## src/rtl/core_run_ctrl.sv

```systemverilog
// core_run_ctrl: batch launcher for the processor core.
// Launches NUM_PROGS programs in order, times each run and emits one result
// record (cycle count + timeout flag) per program, then a done strobe.
// Optional feature macro: RUN_CTRL_ABORT_EN adds an `abort` input that ends the
// batch early from LAUNCH or RUN.
// Strobe semantics: `go` is a single-cycle request that is sampled only in IDLE.
// `res_valid` and `done` are single-cycle strobes with no back-pressure, and
// res_cycles/res_timeout hold their values until the next result.
// dbg_state encoding: 0=IDLE 1=LAUNCH 2=RUN 3=REPORT 4=FINISH.
module core_run_ctrl #(
    parameter int                NUM_PROGS    = 3,
    parameter int                ADDR_W       = 9,
    parameter int                CNT_W        = 16,
    parameter int                START_CYCLES = 2,
    parameter logic [CNT_W-1:0]  TIMEOUT      = 16'hFFFF,
    localparam int               IDX_W        = $clog2(NUM_PROGS) + 1
) (
    input  logic                        clk,
    input  logic                        reset,
    input  logic                        go,
`ifdef RUN_CTRL_ABORT_EN
    input  logic                        abort,
`endif
    input  logic [NUM_PROGS*ADDR_W-1:0] prog_base,
    output logic                        core_start,
    output logic [ADDR_W-1:0]           core_start_addr,
    input  logic                        core_halt,
    output logic                        busy,
    output logic [IDX_W-1:0]            prog_idx,
    output logic                        res_valid,
    output logic [CNT_W-1:0]            res_cycles,
    output logic                        res_timeout,
    output logic                        done,
    output logic [2:0]                  dbg_state
);

    localparam int               SC_W       = $clog2(START_CYCLES + 1);
    localparam logic [SC_W-1:0]  START_LAST = SC_W'(START_CYCLES - 1);
    localparam logic [CNT_W-1:0] TO_LAST    = TIMEOUT - 1'b1;
    localparam logic [IDX_W-1:0] LAST_IDX   = IDX_W'(NUM_PROGS - 1);

    typedef enum logic [2:0] {
        S_IDLE   = 3'd0,
        S_LAUNCH = 3'd1,
        S_RUN    = 3'd2,
        S_REPORT = 3'd3,
        S_FINISH = 3'd4
    } state_t;

    state_t             state_q, state_d;
    logic [IDX_W-1:0]   idx_q, idx_d;
    logic [ADDR_W-1:0]  addr_q, addr_d;
    logic [SC_W-1:0]    scnt_q, scnt_d;
    logic [CNT_W-1:0]   cnt_q, cnt_d;
    logic [CNT_W-1:0]   res_cycles_q, res_cycles_d;
    logic               res_timeout_q, res_timeout_d;
    logic               abort_req;

`ifdef RUN_CTRL_ABORT_EN
    assign abort_req = abort;
`else
    assign abort_req = 1'b0;
`endif

    // State and datapath registers; reset abandons any batch in flight.
    always_ff @(posedge clk or posedge reset) begin
        if (reset) begin
            state_q       <= S_IDLE;
            idx_q         <= '0;
            addr_q        <= '0;
            scnt_q        <= '0;
            cnt_q         <= '0;
            res_cycles_q  <= '0;
            res_timeout_q <= 1'b0;
        end else begin
            state_q       <= state_d;
            idx_q         <= idx_d;
            addr_q        <= addr_d;
            scnt_q        <= scnt_d;
            cnt_q         <= cnt_d;
            res_cycles_q  <= res_cycles_d;
            res_timeout_q <= res_timeout_d;
        end
    end

    // Next-state logic, start pulse generation and run-length measurement.
    always_comb begin
        state_d       = state_q;
        idx_d         = idx_q;
        addr_d        = addr_q;
        scnt_d        = scnt_q;
        cnt_d         = cnt_q;
        res_cycles_d  = res_cycles_q;
        res_timeout_d = res_timeout_q;
        core_start    = 1'b0;
        case (state_q)
            S_IDLE: begin
                if (go) begin
                    state_d = S_LAUNCH;
                    idx_d   = '0;
                    addr_d  = prog_base[0 +: ADDR_W];
                    scnt_d  = '0;
                end
            end
            S_LAUNCH: begin
                // core_halt is deliberately not looked at while starting.
                if (abort_req) begin
                    state_d = S_FINISH;
                end else begin
                    core_start = 1'b1;
                    if (scnt_q == START_LAST) begin
                        state_d = S_RUN;
                        cnt_d   = '0;
                    end else begin
                        scnt_d = scnt_q + 1'b1;
                    end
                end
            end
            S_RUN: begin
                // Halt wins over timeout; the counter stops at TIMEOUT-1 so it never wraps.
                if (abort_req) begin
                    state_d = S_FINISH;
                end else if (core_halt) begin
                    res_cycles_d  = cnt_q;
                    res_timeout_d = 1'b0;
                    state_d       = S_REPORT;
                end else if (cnt_q == TO_LAST) begin
                    res_cycles_d  = TIMEOUT;
                    res_timeout_d = 1'b1;
                    state_d       = S_REPORT;
                end else begin
                    cnt_d = cnt_q + 1'b1;
                end
            end
            S_REPORT: begin
                if (idx_q == LAST_IDX) begin
                    state_d = S_FINISH;
                end else begin
                    idx_d   = idx_q + 1'b1;
                    scnt_d  = '0;
                    state_d = S_LAUNCH;
                    // The next start address is sampled on entry to LAUNCH.
                    for (int i = 0; i < NUM_PROGS; i++) begin
                        if (idx_q + IDX_W'(1) == IDX_W'(i)) begin
                            addr_d = prog_base[i*ADDR_W +: ADDR_W];
                        end
                    end
                end
            end
            S_FINISH: begin
                state_d = S_IDLE;
            end
            default: begin
                state_d = S_IDLE;
            end
        endcase
    end

    // Status outputs decoded from registered state.
    always_comb begin
        busy            = (state_q != S_IDLE);
        res_valid       = (state_q == S_REPORT);
        done            = (state_q == S_FINISH);
        prog_idx        = idx_q;
        core_start_addr = addr_q;
        res_cycles      = res_cycles_q;
        res_timeout     = res_timeout_q;
        dbg_state       = state_q;
    end

endmodule
```

## config.mk

```make
export PLATFORM = sky130hd
export DESIGN_NAME = core_run_ctrl
export DESIGN_NICKNAME = d
export VERILOG_FILES = /design/src/rtl/core_run_ctrl.sv
export SDC_FILE = /design/constraint.sdc
export NUM_CORES = 1
export LEC_CHECK = 0
export BUFFER_PORTS_ARGS = -buffer_cell sky130_fd_sc_hd__buf_2
export CAP_MARGIN = 40
export CELL_PAD_IN_SITES_DETAIL_PLACEMENT = 1
export CELL_PAD_IN_SITES_GLOBAL_PLACEMENT = 1
export CORE_AREA = 2 2 88 90
export DETAILED_ROUTE_END_ITERATION = 7
export DIE_AREA = 0 0 90 92
export GPL_ROUTABILITY_DRIVEN = 0
export PLACE_DENSITY = 0.73
export SETUP_SLACK_MARGIN = 0.05
export SLEW_MARGIN = 10
export SYNTH_ARGS = -nofsm -noshare
export SYNTH_HDL_FRONTEND = slang
export SYNTH_SLANG_ARGS = --single-unit
export TNS_END_PERCENT = 50
```

## constraint.sdc

```tcl
create_clock -name clk -period 1.9 [get_ports clk]
set_input_delay 0.19 -clock clk [delete_from_list [all_inputs] [get_ports clk]]
set_output_delay 0.19 -clock clk [all_outputs]
set_load 0.01 [all_outputs]
```

==> out/metrics.yaml, run 1 <==
critical_path:
  critPathMaxFanout: 7
  slowest_stage: "dfrtp_2"
  arrival_ns: 2.27
  rr_worst_depth: 8
  cp_slowest_stage_delay_ns: 0.49
  path_common_cell: "or3_4"
  cp_top_family: "simple AND/OR/NAND/NOR gates"
  cp-start-kind: "flip-flop"
  path_depth: 8
  critPathRequiredTime_ns: 2.14
  end_kind: "flip-flop"
  path_buf_inv: 2
  crit_chain: "nor2_1 -> nand2_1 -> inv_2 -> nor4_4 -> buf_4 -> or3_4 -> or3_4 -> a21oi_2"
  criticalPathCategory: "flip-flop to flip-flop"
layout:
  finalNetCount: 410
  layout_commonest_cell: "buf_2"
  n_fill_cell: 858
  area_growth_pct: 52.7
  diodes: 0
  instances_no_fill: 473
  drive_gt1_share_pct: 53.1
  final_cell_mix: "67 x buf_2, 47 x buf_4, 45 x dfrtp_1"
synth:
  synth_seq_cells: 50
  syn_area_per_cell_um2: 10.5
  netlist_area_um2: 2580
  ys.flop_type: "dfrtp_1"
  synth_nets: 285
  synth-edff-count: 0
  syn_inst: 246
  synth_warnings: 0
  async_reset_ff_share_pct: 100
  yosysSeqAreaShare_pct: 48.4
  synth_cell_type_count: 51
timing:
  final_hold_viol_count: 0
  drv_slew: 0
  period_minus_slack_ns: 2.03
  fin_crit_sh_pct: 107
  timing.slew.headroom_pct: 65.2
  setup_ws_ns: -0.134
  rsz0062_at_grt: "true"
  worst_pin_slew_ns: 0.521
  setup_viol: 22
  clock_skew_ns: 0.00864
  fmax_mhz: 492
grt:
  grt_use_total_pct: 19.2
  grt_pass1_vias: 2661
  grt_max_degree: 25
  overflow: 0
  antenna_found_initial: 0
  grt_pass1_wl_mm: 13.0
floorplanning:
  die_y_um: 92
  die-area_um2: 8280
  ios: 67
  core_um2: 7450
  rows: 32
  initial_utilization_pct: 34.7
  fp.dieW_um: 90
min_path:
  worst_hold_path.num_cells: 2
  worstHoldPathType: "input port to flip-flop"
route:
  drcViolationCount: 0
  initialDrtViolationCount: 62
  dr.pass1.iters: 4
  vias: 2520
  vias_per_cell: 5.33
  wl_mm: 8.62
  routedWlPerCell_um: 18.2
  ant_nets: 0
power_and_ir_drop:
  ir_drop_v: 0.000905
  powerDensity_nw_per_um2: 1410
  finalPower_mw: 5.57
  total_leakage_power_nw: 1.76
clocking:
  clk_latency_ns: 0.30
  cts.clk_slew.worst_paths_ns: 0.09
  root_buffer: "clkbuf_8"
  cts_max_level: 2
  cts_tree: "yes"
  cts_buffer_depth: 2
  clock_sinks: 50
  cts_buffers: 5
placed_design:
  dpl.cell_count: 443
  io_buffers: 66
  dp_hpwl_mm: 5.41
job:
  maxCapViolCount: 0
outcome:
  run_status: "finished, violations left"
  violations: "negative setup slack"
synth_stat cells, types with 2 or more instances:
library cell   n  area [µm²]
and3_1         2        12.5
nor3_1         7        35.0
xnor2_1        9        78.8
nand2b_1       3        18.8
nor2_1        25        93.8
o21ai_0        4        20.0
nand2_1       11        41.3
nor4_1         2        12.5
mux2_1         4        45.0
buf_2          4        20.0
ha_1           8         100
nand3_1        8        40.0
inv_1         10        37.5
or4_1          2        15.0
o22ai_1       10        62.6
nor3b_1        2        15.0
and3b_1        2        17.5
a21oi_1       17        85.1
or3_1          4        25.0
o21bai_1       2        15.0
o31ai_1        2        15.0
mux2_2         7        78.8
o22a_1        16         140
nor4b_2        2        30.0
dfrtp_1       50        1250
a22o_1         2        17.5
nand4_1        4        25.0
clkbuf_1       4        15.0
power by group:
| group | switching (mW) | internal (mW) |
|---|---|---|
| Combinational | 1.48 | 1.62 |
| Clock | 0.352 | 0.422 |
| Sequential | 0.264 | 1.44 |
| Total | 2.09 | 3.48 |
cell families after synthesis:
| group | synth area share [%] |
|---|---|
| XOR/XNOR | 3.05 |
| AND/OR/NAND/NOR | 18.3 |
| AO/OA/AOI/OAI | 18.0 |
| flip-flops | 48.4 |
| multiplexers | 4.80 |
| buffers and inverters | 3.54 |
| adder cells (fa/ha/maj) | 3.88 |
metrics by stage:
step | setup slack (ns) | utilization, % | hold slack, ns | instance area (µm²) | TNS, ns
global route | -0.201 | 53.0 | 0.179 | 3940 | -4.29
CTS | 0.00877 | 49.9 | 0.154 | 3720 | 0
detailed placement | -0.0602 | 44.9 | 0.271 | 3340 | -0.362
global placement | -0.0119 | 44.9 | 0.256 | 3340 | -0.0119
finish | -0.134 | 53.0 | 0.185 | 3940 | -1.04
floorplan | 0.0348 | - | 0.276 | 2610 | 0
metal layers:
layer,GRT usage [%],wire [µm],up-vias
met5,0,0,-
met4,3.72,389,0
met3,3.78,449,31
met2,36.8,4430,85
met1,22.3,3360,1250
li1,-,-,1154
final cells by class:
type                    count  area, µm²  share of cell area, %
clock buffers               6       82.6                   2.09
inverters                  10       37.5                  0.952
well taps                 102        128                   3.24
flip-flops and latches     50       1260                   31.9
multi-input cells         176       1530                   38.8
clock inverters             1       30.0                  0.761
repair buffers            128        880                   22.3
sequential cells by signal, summed over array words and instances (netlist names):
register         cells
core_start_addr      9
scnt_q               2
res_timeout          1
dbg_state            3
prog_idx             3
cnt_q               16
res_cycles          16
final timing paths:
check | end | start | slack [ns]
setup / recovery | cnt_q[15]$_DFFE_PP0P_ | dbg_state[2]$_DFFE_PP0P_ | -0.13
hold / removal | res_timeout$_DFFE_PP0P_ | core_halt | 0.18
setup reg to reg | cnt_q[15]$_DFFE_PP0P_ | dbg_state[2]$_DFFE_PP0P_ | -0.13
hold reg to reg | res_cycles[3]$_DFFE_PP0P_ | res_cycles[3]$_DFFE_PP0P_ | 0.50
max in group asynchronous | res_cycles[10]$_DFFE_PP0P_ | reset | 0.83
min in group asynchronous | dbg_state[1]$_DFFE_PP0P_ | reset | 0.46
worst register-to-register path, stage by stage (launching register included):
cell     delay [ns]
dfrtp_2        0.49
nor2_1         0.17
nand2_1        0.14
inv_2          0.12
nor4_4         0.06
buf_4          0.16
or3_4          0.37
or3_4          0.34
a21oi_2        0.13
repair_timing:
item	CTS	global route
resized for setup	36	30
hold buffers	1	0
buffers inserted	12	8
cloned	1	1
endpoints found under the setup margin	39	43
pin swaps	16	35
hold endpoints to repair	22	0
Note: power is estimated with default switching activity, not from simulation.
==> run 2, diff against run 1 <==
--- a/config.mk
+++ b/config.mk
@@ -5,13 +5,14 @@
 export SDC_FILE = /design/constraint.sdc
 export NUM_CORES = 1
 export LEC_CHECK = 0
+export ABC_AREA = 1
 export BUFFER_PORTS_ARGS = -buffer_cell sky130_fd_sc_hd__buf_2
 export CAP_MARGIN = 40
 export CELL_PAD_IN_SITES_DETAIL_PLACEMENT = 1
 export CELL_PAD_IN_SITES_GLOBAL_PLACEMENT = 1
-export CORE_AREA = 2 2 88 90
+export CORE_AREA = 2 2 97 99
 export DETAILED_ROUTE_END_ITERATION = 7
-export DIE_AREA = 0 0 90 92
+export DIE_AREA = 0 0 99 101
 export GPL_ROUTABILITY_DRIVEN = 0
 export PLACE_DENSITY = 0.73
 export SETUP_SLACK_MARGIN = 0.05
==> run 2 against run 1 <==
- die area is 21% higher
- the run now ends clean
- wire length increased by 4.3%
- critical path type unchanged
- largest power group unchanged
- register-to-register slack better by 0.26 ns
- combinational power is 17% lower
==> out/metrics.yaml, run 2 <==
critical_path:
  critPathCapture: "cnt_q[5]$_DFFE_PP0P_"
  arrival_ns: 1.98  # -0.29 ns
  path_common_cell: "nand2_1"
  r2r-start: "cnt_q[0]$_DFFE_PP0P_"
  regToRegEndpoint: "cnt_q[5]$_DFFE_PP0P_"
  startpoint: "cnt_q[0]$_DFFE_PP0P_"
  crit_chain: "inv_2 -> ha_4 -> nand2_1 -> nor2_2 -> nand2_2 -> o21ai_4 -> buf_6 -> nand2_4 -> nand3_1 -> nand2_1"
  slowest_stage: "dfrtp_2"
  ff2ff_setup_slack_ns: 0.13  # +0.26 ns
  critPathMaxFanout: 7  # unchanged
  criticalPathCategory: "flip-flop to flip-flop"
  cp-start-kind: "flip-flop"
  critPathRequiredTime_ns: 2.11  # -0.03 ns
  end_kind: "flip-flop"
  rr_worst_depth: 10  # +2
  cp_slowest_stage_delay_ns: 0.47  # -0.02 ns
timing:
  setup_viol: 0  # -100%
  final_hold_viol_count: 0  # unchanged
  rsz0062_at_grt: "true"
  tns_ns: 0  # +1.04 ns
  fin_hold_ws_ns: 0.144  # -0.0404 ns
  timing.slew.headroom_pct: 71.4  # +6.2 points
  fmax_mhz: 564  # +15%
  worst_pin_slew_ns: 0.428  # -0.0930 ns
  fin_crit_sh_pct: 93.3  # -14 points
  period_minus_slack_ns: 1.77  # -0.262 ns
  clock_skew_ns: 0.00827  # -0.000373 ns
  drv_slew: 0  # unchanged
job:
  maxCapViolCount: 0  # unchanged
placed_design:
  dp_hpwl_mm: 6.48  # +20%
  io_buffers: 66  # unchanged
floorplanning:
  ios: 67  # unchanged
  die-area_um2: 10000  # +21%
  fp.dieW_um: 99  # +10%
  rows: 35  # +9.4%
  die_y_um: 101  # +9.8%
  initial_utilization_pct: 33.8  # -0.87 points
  core_um2: 8980  # +21%
grt:
  grt_max_degree: 45  # +80%
  grt_pass1_wl_mm: 14.5  # +12%
  overflow: 0  # unchanged
  grt_pass1_vias: 3054  # +15%
  grt_use_total_pct: 17.8  # -1.4 points
  antenna_found_initial: 0  # unchanged
clocking:
  clk_latency_ns: 0.31  # about the same
  clock_sinks: 50  # unchanged
  root_buffer: "clkbuf_8"
  cts_buffer_depth: 2  # unchanged
  cts.clk_slew.worst_paths_ns: 0.09  # about the same
  cts_tree: "yes"
  cts_max_level: 2  # unchanged
  cts_buffers: 5  # unchanged
power_and_ir_drop:
  switchingPower_mw: 2.26  # +7.9%
  powerDensity_nw_per_um2: 1270  # -10%
  pwr-share-comb_pct: 52.9  # -2.7 points
  clkPwrFrac_pct: 13.5  # -0.4 points
  total_leakage_power_nw: 1.96  # +12%
  power_frac_seq_pct: 33.5  # +3.0 points
  cell_internal_pwr_mw: 2.61  # -25%
  sw_frac_of_total_pct: 46.4  # +8.8 points
  ir_drop_v: 0.000510  # -44%
route:
  vias_per_cell: 4.84  # -9.1%
  vias: 2994  # +19%
  initialDrtViolationCount: 107  # +73%
  dr.pass1.iters: 4  # unchanged
  routedWlPerCell_um: 14.6  # -20%
  drcViolationCount: 0  # unchanged
  ant_nets: 0  # unchanged
  wl_mm: 8.99  # +4.3%
layout:
  drive_gt1_share_pct: 26.2  # -27 points
  multiInputGateArea_um2: 1700  # +11%
  diodes: 0  # unchanged
  seqCellArea_um2: 1250  # -0.30%
  n_fill_cell: 1127  # +31%
  layout_commonest_cell: "nand2_1"
  finalNetCount: 545  # +33%
  final_cell_mix: "157 x nand2_1, 66 x buf_2, 48 x dfrtp_1"
  area_growth_pct: 26.2
synth:
  ys.flop_type: "dfrtp_1"
  syn_area_per_cell_um2: 7.19  # -31%
  synth_cell_type_count: 31  # -39%
  netlist_area_um2: 3040  # +18%
  netlist_top_cells_count: "159 x nand2_1, 50 x dfrtp_1, 47 x nor2_1"
  synth_nets: 461  # +62%
  synth_warnings: 0  # unchanged
  synthTopCellsByArea: "dfrtp_1 41%, nand2_1 20%, nor2_1 5.8%"
  yosysSeqAreaShare_pct: 41.2  # -7.2 points
  async_reset_ff_share_pct: 100  # unchanged
  synth_top_area_share_pct: 41.2  # -7.2 points
  synth-edff-count: 0  # unchanged
  synth.most_common_cell: "nand2_1"
  syn_inst: 422  # +72%
  synth_seq_cells: 50  # unchanged
  synth_top_area_cell: "dfrtp_1"
outcome:
  run_status: "finished, final reports clean"
min_path:
  worstHoldPathType: "input port to flip-flop"
[run 2: changes by cell type after synthesis, moves of 7 or more]
cell	change
a21oi_1	-16
inv_1	+18
mux2_2	-7
nand2_1	+148
nand3_1	+23
nand3b_1	+9
nor2_1	+22
o21ai_0	+20
o22a_1	-16
o22ai_1	-9
[run 2: kinds of logic (layout without fill, tap and decap cells)]
| logic type | Yosys count | after routing | share of synthesized area (%) |
|---|---|---|---|
| fa+ha+maj | 8 | 8 | 3.30 |
| flops | 50 | 50 | 41.2 |
| buf+inv | 47 | 128 | 6.88 |
| compound gates | 40 | 40 | 7.71 |
| xor+xnor | 7 | 7 | 2.02 |
| simple gates | 270 | 274 | 38.9 |
[run 2: area by class of cell]
cell class	count	area share (%)
timing repair buffer	86	13.4
tap	111	3.63
inverter	34	3.40
clock buffer	6	2.16
clock inverter	2	0.327
multi-input combinational	329	44.4
sequential	50	32.7
[run 2: critical path: cells and delay by family (launching register included)]
kind                     cells  cell delay [ns]
flip-flops                   1             0.47
AO/OA/AOI/OAI                1             0.28
buffers and inverters        2             0.27
AND/OR/NAND/NOR              6             0.51
adder cells (fa/ha/maj)      1             0.14
[run 2: routing by layer]
metal | track usage [%] | vias up | wire length (µm)
met3 | 1.87 | 7 | 232
met2 | 31.6 | 46 | 4510
met4 | 5.69 | 0 | 76
li1 | - | 1507 | -
met1 | 22.8 | 1434 | 4170
met5 | 0 | - | 0
[run 2: worst min-delay path by stage]
stage	startpoint	endpoint	cells past startpoint
2_1_floorplan	core_halt	res_timeout$_DFFE_PP0P_	1
3_3_place_gp	reset	core_start_addr[3]$_DFFE_PP0P_	2
3_5_place_dp	reset	core_start_addr[6]$_DFFE_PP0P_	2
4_1_cts	core_halt	res_timeout$_DFFE_PP0P_	2
5_1_grt	core_halt	res_timeout$_DFFE_PP0P_	2
6_report	core_halt	res_timeout$_DFFE_PP0P_	2
[run 2: stage by stage]
step / cells / utilization (%) / setup slack [ns] / instance area [µm²] / total power, mW
floorplan: 422 / - / 0.279 / 3040 / 3.15
global placement: 599 / 39.4 / 0.128 / 3540 / 3.83
detailed placement: 599 / 39.4 / 0.0169 / 3540 / 3.91
CTS: 610 / 41.0 / 0.0650 / 3680 / 4.65
global route: 618 / 42.7 / 0.0279 / 3830 / 5.27
finish: 618 / 42.7 / 0.128 / 3830 / 4.87
[run 2: repair_timing]
action / 4_1_cts / 5_1_grt
gates resized for setup: 4 / 16
buffers inserted: 1 / 5
hold buffers: 1 / 0
pin swaps: 1 / 7
endpoints found under the setup margin: 33 / 42
gates cloned: 1 / 3
hold endpoints to repair: 6 / 0
[run 2: power groups by stage]
| stage | Sequential [mW] | Combinational (mW) | Clock (mW) |
|---|---|---|---|
| floorplan | 1.77 | 1.38 | 0 |
| CTS | 1.63 | 2.33 | 0.692 |
| detailed placement | 1.65 | 2.26 | 0 |
| finish | 1.63 | 2.57 | 0.659 |
| global placement | 1.63 | 2.20 | 0 |
| global route | 1.68 | 2.88 | 0.719 |
==> run 3, diff against run 2 <==
--- a/config.mk
+++ b/config.mk
@@ -10,11 +10,11 @@
 export CAP_MARGIN = 40
 export CELL_PAD_IN_SITES_DETAIL_PLACEMENT = 1
 export CELL_PAD_IN_SITES_GLOBAL_PLACEMENT = 1
-export CORE_AREA = 2 2 97 99
+export CORE_AREA = 2 2 92 94
 export DETAILED_ROUTE_END_ITERATION = 7
-export DIE_AREA = 0 0 99 101
+export DIE_AREA = 0 0 94 96
 export GPL_ROUTABILITY_DRIVEN = 0
-export PLACE_DENSITY = 0.73
+export PLACE_DENSITY = 0.77
 export SETUP_SLACK_MARGIN = 0.05
 export SLEW_MARGIN = 10
 export SYNTH_ARGS = -nofsm -noshare
==> constraint.sdc (replaced) <==
create_clock -name clk -period 2 [get_ports clk]
set_input_delay 0.2 -clock clk [delete_from_list [all_inputs] [get_ports clk]]
set_output_delay 0.2 -clock clk [all_outputs]
set_load 0.01 [all_outputs]
==> run 3 against run 2 <==
- clock skew fell by 0.00059 ns
- highest routed layer unchanged
- via count is 1.3% lower
- critical path type unchanged
- maximum frequency decreased by 1.0%
- power shrank 8.7%
- hold slack better by 0.029 ns
- first-iteration DRC count is 8.4% lower
- sequential share of layout area up 1.3 points
==> out/metrics.yaml, run 3 (synthesis gave the netlist of run 2 again) <==
outcome:
  run_status: "finished, final reports clean"
route:
  ant_nets: 0  # unchanged
  drcViolationCount: 0  # unchanged
  vias: 2955  # -1.3%
  initialDrtViolationCount: 98  # -8.4%
  routedWlPerCell_um: 14.4  # -0.94%
  dr.pass1.iters: 4  # unchanged
  wl_mm: 8.69  # -3.3%
  vias_per_cell: 4.90  # +1.2%
floorplanning:
  core_um2: 8050  # -10%
  die-area_um2: 9020  # -9.8%
  fp.dieW_um: 94  # -5.1%
  die_y_um: 96  # -5.0%
  ios: 67  # unchanged
  initial_utilization_pct: 37.7  # +3.9 points
  rows: 33  # -5.7%
placed_design:
  dp_hpwl_mm: 6.43  # -0.73%
  io_buffers: 66  # unchanged
layout:
  finalNetCount: 536  # -1.7%
  drive_gt1_share_pct: 23.3  # -2.9 points
  layout_commonest_cell: "nand2_1"
  final_cell_mix: "158 x nand2_1, 66 x buf_2, 49 x dfrtp_1"
  diodes: 0  # unchanged
  n_fill_cell: 1062  # -5.8%
  area_growth_pct: 21.3
critical_path:
  regToRegEndpoint: "res_cycles[13]$_DFFE_PP0P_"
  critPathCapture: "res_cycles[13]$_DFFE_PP0P_"
  cp_slowest_stage_delay_ns: 0.43  # -0.04 ns
  slowest_stage: "dfrtp_2"
  critPathRequiredTime_ns: 2.24  # +0.13 ns
  crit_chain: "inv_1 -> ha_1 -> nand2_1 -> nor2_1 -> nand2_2 -> nor2_2 -> nand2_1 -> nand2_4 -> buf_12 -> buf_4 -> o21ai_0 -> nand2_1"
  ff2ff_setup_slack_ns: 0.21  # +0.08 ns
  startpoint: "cnt_q[0]$_DFFE_PP0P_"
  criticalPathCategory: "flip-flop to flip-flop"
  end_kind: "flip-flop"
  path_common_cell: "nand2_1"
  rr_worst_depth: 12  # +2
  critPathMaxFanout: 8  # +1
  cp-start-kind: "flip-flop"
  r2r-start: "cnt_q[0]$_DFFE_PP0P_"
  arrival_ns: 2.03  # +0.05 ns
clocking:
  cts_buffer_depth: 2  # unchanged
  cts.clk_slew.worst_paths_ns: 0.10  # about the same
  cts_buffers: 5  # unchanged
  cts_max_level: 2  # unchanged
  clk_latency_ns: 0.30  # about the same
  clock_sinks: 50  # unchanged
  cts_tree: "yes"
  root_buffer: "clkbuf_8"
grt:
  antenna_found_initial: 0  # unchanged
  grt_pass1_vias: 2933  # -4.0%
  grt_max_degree: 30  # -33%
  grt_use_total_pct: 19.9  # +2.1 points
  overflow: 0  # unchanged
  grt_pass1_wl_mm: 14.3  # -1.4%
timing:
  timing.slew.headroom_pct: 57.8  # -14 points
  tns_ns: 0  # unchanged
  drv_slew: 0  # unchanged
  fin_crit_sh_pct: 89.5  # -3.7 points
  period_minus_slack_ns: 1.79  # +0.0185 ns
  setup_viol: 0  # unchanged
  fmax_mhz: 559  # -1.0%
  final_hold_viol_count: 0  # unchanged
  clock_skew_ns: 0.00768  # -0.000588 ns
  worst_pin_slew_ns: 0.632  # +0.204 ns
job:
  maxCapViolCount: 0  # unchanged
power_and_ir_drop:
  finalPower_mw: 4.44  # -8.7%
  total_leakage_power_nw: 1.91  # -2.7%
  ir_drop_v: 0.000670  # +31%
  powerDensity_nw_per_um2: 1210  # -5.1%
min_path:
  worstHoldPathType: "input port to flip-flop"
-- run 3: cell types whose count changed in the layout (fill, tap and decap cells not counted), sizes merged --
cell / delta
nand2: -4
bufinv: +1
clkbuf: +1
buf: -6
clkinv: -1
-- run 3: cell type report --
| cell class | count | area (µm²) | area share [%] |
|---|---|---|---|
| Tap cell | 105 | 131 | 3.57 |
| Timing Repair Buffer | 81 | 470 | 12.8 |
| Sequential cell | 50 | 1250 | 34.0 |
| Clock inverter | 2 | 37.5 | 1.02 |
| Clock buffer | 6 | 72.6 | 1.97 |
| Multi-Input combinational cell | 325 | 1590 | 43.1 |
| Inverter | 34 | 130 | 3.53 |
-- run 3: repair_timing --
item                                    4_1_cts  5_1_grt
endpoints found under the setup margin        0       41
hold endpoints to repair                     28        0
hold buffers                                  1        0
resized for setup                             0        4
setup buffers                                 0        5
-- run 3: metal layers --
layer	GRT usage (%)	share of wire (%)
met1	27.1	47
met2	33.9	48
met3	2.58	3.4
met4	4.47	1.2
met5	0	0
-- run 3: power by group --
group	total [mW]	switching (mW)	internal (mW)
Sequential	1.55	0.206	1.34
Combinational	2.18	1.42	0.758
Clock	0.716	0.343	0.374
Total	4.44	1.97	2.47
-- run 3: metrics by stage --
step           area [µm²]  std cells  hold WS (ns)  setup slack [ns]  util (%)
6_report             3680        603         0.174             0.210      45.7
4_1_cts              3620        598         0.165             0.118      44.9
3_5_place_dp         3500        589         0.330             0.140      43.4
2_1_floorplan        3040        422         0.308             0.379         -
3_3_place_gp         3500        589         0.316             0.178      43.4
5_1_grt              3680        603         0.187           -0.0167      45.7
-- run 3: worst min-delay path by stage --
stage	slack [ns]	endpoint	cells after the start	from
floorplan	0.31	res_timeout$_DFFE_PP0P_	1	core_halt
global placement	0.32	res_timeout$_DFFE_PP0P_	2	reset
detailed placement	0.33	res_cycles[10]$_DFFE_PP0P_	2	reset
CTS	0.16	res_timeout$_DFFE_PP0P_	2	core_halt
global route	0.19	res_timeout$_DFFE_PP0P_	2	core_halt
finish	0.17	res_timeout$_DFFE_PP0P_	2	core_halt
-- run 3: worst max-delay path, delay by kind of cell (launching register included) --
kind,cells,cell delay (ns)
AND/OR/NAND/NOR,7,0.72
adder cells (fa/ha/maj),1,0.17
AO/OA/AOI/OAI,1,0.08
flip-flops,1,0.43
buffers and inverters,3,0.32
